$ cat src/rtl/uart_pkg.sv
// ---------------------------------------------------------------------------
// uart_pkg
// Shared definitions for the UART transmit path.
//   state_e      : transmit controller frame phases
//   SEL_*        : output-mux select codes, shared by the TX controller,
//                  the TX output mux and the serializer
// ---------------------------------------------------------------------------
package uart_pkg;

    typedef enum logic [2:0] {
        IDLE   = 3'd0,
        START  = 3'd1,
        DATA   = 3'd2,
        PARITY = 3'd3,
        STOP   = 3'd4
    } state_e;

    localparam logic [1:0] SEL_START = 2'b00;
    localparam logic [1:0] SEL_DATA  = 2'b01;
    localparam logic [1:0] SEL_PAR   = 2'b10;
    localparam logic [1:0] SEL_STOP  = 2'b11;  // also the idle line level

endpackage : uart_pkg

$ cat src/rtl/uart_tx_ctrl.sv
// ---------------------------------------------------------------------------
// uart_tx_ctrl
// Sequencing controller for the UART transmit path. One clock is one bit
// period (baud enable is applied upstream). A frame is:
//   start bit, DATA_WIDTH data bits, optional parity bit, stop bit.
// Outputs are Moore, decoded from the registered state and bit counter.
//
// Parameters
//   DATA_WIDTH : data bits per frame (5..9)
//   CNT_W      : width of the data-bit counter (must hold DATA_WIDTH-1)
//
// Ports
//   CLK        in   system clock, rising edge
//   RST        in   synchronous, active-high reset
//   Data_Valid in   one-cycle request; honoured only in IDLE or STOP
//   PAR_EN     in   parity enable, latched when a frame is accepted
//   ser_load   out  serializer parallel load pulse (START)
//   ser_en     out  serializer shift enable (each DATA cycle)
//   Mux_sel    out  output mux select (SEL_* codes from uart_pkg)
//   busy       out  frame in progress (low only in IDLE)
// ---------------------------------------------------------------------------
module uart_tx_ctrl
    import uart_pkg::*;
#(
    parameter int DATA_WIDTH = 8,
    parameter int CNT_W      = 4
) (
    input  logic       CLK,
    input  logic       RST,
    input  logic       Data_Valid,
    input  logic       PAR_EN,
    output logic       ser_load,
    output logic       ser_en,
    output logic [1:0] Mux_sel,
    output logic       busy
);

    localparam logic [CNT_W-1:0] LAST_BIT = CNT_W'(DATA_WIDTH - 1);

    state_e            state_q,  state_d;
    logic [CNT_W-1:0]  cnt_q,    cnt_d;
    logic              par_en_q, par_en_d;

    // NOTE: sequential state uses non-blocking assignments so every register
    // samples the pre-edge values; blocking here would create order-dependent
    // races between the registers.
    always_ff @(posedge CLK) begin
        if (RST) begin
            state_q  <= IDLE;
            cnt_q    <= '0;
            par_en_q <= 1'b0;
        end else begin
            state_q  <= state_d;
            cnt_q    <= cnt_d;
            par_en_q <= par_en_d;
        end
    end

    // Next-state logic.
    // NOTE: every variable gets a default before the case so that no path
    // leaves one unassigned, which would infer a latch.
    always_comb begin
        state_d  = state_q;
        cnt_d    = cnt_q;
        par_en_d = par_en_q;

        case (state_q)
            IDLE: begin
                cnt_d = '0;
                if (Data_Valid) begin
                    state_d  = START;
                    par_en_d = PAR_EN;
                end
            end
            START: begin
                state_d = DATA;
                cnt_d   = '0;
            end
            DATA: begin
                if (cnt_q == LAST_BIT) begin
                    state_d = par_en_q ? PARITY : STOP;
                    cnt_d   = '0;
                end else begin
                    cnt_d = cnt_q + CNT_W'(1);
                end
            end
            PARITY: begin
                state_d = STOP;
            end
            STOP: begin
                // A request in the stop cycle chains the next frame with no
                // idle gap; parity mode is re-sampled for that frame.
                if (Data_Valid) begin
                    state_d  = START;
                    par_en_d = PAR_EN;
                end else begin
                    state_d = IDLE;
                end
            end
            default: begin
                // Unused encodings fall back to IDLE.
                state_d  = IDLE;
                cnt_d    = '0;
                par_en_d = 1'b0;
            end
        endcase
    end

    // Moore output decode.
    always_comb begin
        ser_load = 1'b0;
        ser_en   = 1'b0;
        Mux_sel  = SEL_STOP;
        busy     = 1'b0;

        case (state_q)
            IDLE: begin
                Mux_sel = SEL_STOP;
            end
            START: begin
                Mux_sel  = SEL_START;
                busy     = 1'b1;
                ser_load = 1'b1;
            end
            DATA: begin
                Mux_sel = SEL_DATA;
                busy    = 1'b1;
                ser_en  = 1'b1;
            end
            PARITY: begin
                Mux_sel = SEL_PAR;
                busy    = 1'b1;
            end
            STOP: begin
                Mux_sel = SEL_STOP;
                busy    = 1'b1;
            end
            default: begin
                Mux_sel = SEL_STOP;
            end
        endcase
    end

endmodule : uart_tx_ctrl

$ cat config.mk
export PLATFORM = sky130hd
export DESIGN_NAME = uart_tx_ctrl
export DESIGN_NICKNAME = d
export VERILOG_FILES = /design/src/rtl/uart_pkg.sv /design/src/rtl/uart_tx_ctrl.sv
export SDC_FILE = /design/constraint.sdc
export NUM_CORES = 1
export LEC_CHECK = 0
export ABC_AREA = 1
export CAP_MARGIN = 20
export CORE_AREA = 2 2 39 41
export CTS_BUF_LIST = sky130_fd_sc_hd__clkbuf_4
export DETAILED_ROUTE_END_ITERATION = 12
export DIE_AREA = 0 0 41 43
export PLACE_DENSITY_LB_ADDON = 0.05
export SLEW_MARGIN = 40
export SYNTH_ARGS = -nofsm -noshare
export SYNTH_HDL_FRONTEND = slang
export SYNTH_SLANG_ARGS = --single-unit
$ cat constraint.sdc
create_clock -name CLK -period 1.28 [get_ports CLK]
set_input_delay 0.384 -clock CLK [delete_from_list [all_inputs] [get_ports CLK]]
set_output_delay 0.384 -clock CLK [all_outputs]
set_load 0.1 [all_outputs]
==> metrics.cfg <==
[placed_design]
dp_cells=105
place_congestion=0.721
place.port_buffers=8
pre_cts_ws_ps=-76.9
postPlaceCellArea_um2=728
hpwl_um=850

[worst_setup_path]
r2r_start=state_q[0]
worstSetupStartpointType=flop
reg2reg_setup_slack_ps=40
required_ps=900
crit_type=reg -> out
cp.arrival_ps=1130
rr_endpoint=cnt_q[3]
end_kind=primary output
worstPathMaxFanout=5
worstRegToRegCells=8

[clocking]
cts_buffer_depth=2
clockRootBuffer=clkbuf_4
insertion_delay_ps=250
cts.sinks=8
path_clk_slew_ps=50
h-tree-depth=1
cts-buffers-inserted=3
cts_tree=yes

[pwr]
power_density_nw_per_um2=2460
leakagePower_nw=0.397
peakVddDrop_mv=1.04
p_total_mw=2.17

[die]
initial_core_util=0.323
boundaryPins=9
die_h_um=43
std_cell_rows=14
die_x_um=41
die-area_um2=1760
core_um2=1380

[drt]
wl_mm=1.17
drt-vias-per-instance=4.50
drt-initial-drc-count=0
routedWlPerCell_um=9.98
route.vias.total=526
ant_nets=0
drc=0
first_pass_iters=1

[grt]
grt_pass1_vias=476
grt_overflow=0
grt_pass1_wl_mm=1.83
grtUsageTotal=0.152
grt_max_degree=7
grt_antenna_before_repair=0

[logic_synthesis]
synth.distinct_cells=19
yosysTopAreaCell=dfxtp_1
syn_nets=73
yosys_warnings=0
synthCells=68
syn_area_um2=447
yosysTopAreaCellShare=0.359
synth_top_cells_by_area=dfxtp_1 36%, nand2_1 16%, nand3_1 6.7%, inv_1 5.9%, nor2_1 5.9%
avgSynthCellArea_um2=6.57
ys_seq_area_frac=0.359
ys_ff_latch=8

[timing]
period_share=1.18
finClkSkew_ps=1.40
hold_violations=0
period_needed_ps=1510
maxSlewHeadroom=0.885
worst_slack_ps=-230
hold_ws_ps=455
setup-tns-final_ps=-1030
final_max_slew_viol_count=0
setup_viol=5
max_freq_mhz=662
rsz0062_at_grt=yes
worstMarginPinSlew_ps=173

[hold_path]
min_to=par_en_q
hold-path-cell-count=2
hp-class=reg -> reg
hp-start=par_en_q

[cells_and_area]
final_cell_area_um2=882
area_delta_synth_final_pct=97.5
fill_cells=127
layout.nets=108
utilization=0.637
layout.cells.non_filler=117
drive_above_1_share=0.545
diodes=0

[run_status]
failed_checks=negative setup slack
status=complete, but fails checks

[job]
maxCapViolations=0

## flip-flops by register name, indices dropped and copies added, names as in the netlist
signal and cells:
cnt_q 4, state_q 3, par_en_q 1
## worst max-delay path by stage
stage	startpoint	endpoint	slack (ps)	cells past startpoint
global route	state_q[1]	Mux_sel[1]	-290	5
finish	state_q[2]	Mux_sel[0]	-230	5
detailed placement	Data_Valid	state_q[0]	-80	5
global placement	Data_Valid	state_q[0]	-80	5
floorplan	state_q[1]	Mux_sel[1]	-670	4
CTS	state_q[0]	busy	-230	4
## cell usage after synthesis (all sizes together)
master	count
or2	1
clkinv	1
dfxtp	8
nor3	1
ha	1
nor3b	1
nand3	6
inv	9
nand2	21
nor2	9
a21oi	6
o21ai	3
nand4	1
## kinds of logic after synthesis
family	synth area share
and+or+nand+nor	0.420
buffers and inverters	0.0840
AOI/OAI and AO/OA	0.109
DFF	0.359
adders and majority gates	0.0280
## worst max-delay path, stage by stage (launching register included)
cell	delay (ps)
dfxtp_2	340
inv_4	50
buf_4	130
buf_4	130
nand2_4	50
buf_12	160
## power by group
part	internal, mW	switching, mW	total [mW]	leakage (nW)
Sequential	0.301	0.0630	0.364	0.0669
Clock	0.107	0.0831	0.190	0.0138
Combinational	0.693	0.921	1.61	0.316
## per-layer routing
layer  routed length (µm)  up-vias  global-route usage
li1                     -      284                   -
met1                  451      232               0.167
met2                  683        8               0.263
met3                   22        2              0.0157
met4                   11        0              0.0800
met5                    0        -                   0
## layout by cell type, fill, tap and decap left out, types with 2 or more instances in the layout
cell / Yosys / final
nand2_1: 19 / 12
clkdlybuf4s50_1: 0 / 3
a21oi_2: 1 / 2
inv_1: 7 / 5
nor2_4: 1 / 3
a21oi_1: 5 / 4
dfxtp_4: 0 / 2
inv_2: 2 / 3
nand2_4: 0 / 5
buf_4: 0 / 21
nand3_2: 0 / 2
o21ai_1: 2 / 2
buf_12: 0 / 5
dfxtp_1: 8 / 5
nor2_1: 7 / 6
nand3_1: 6 / 4
clkbuf_4: 0 / 3
nand2_2: 2 / 3
## cell type report
type                       count  area [µm²]  share of cell area
multi-input combinational     50         332               0.376
timing repair buffer          30         299               0.339
sequential                     8         169               0.191
inverter                      10        40.0              0.0454
clock buffer                   3        22.5              0.0255
tap                           16        20.0              0.0227
## what timing repair did
action,CTS,global route
buffers inserted,4,5
gates resized for setup,12,8
pin swaps,4,2
setup endpoints to repair,5,12
hold buffers,0,0
Power figures use the tool's default switching activity.
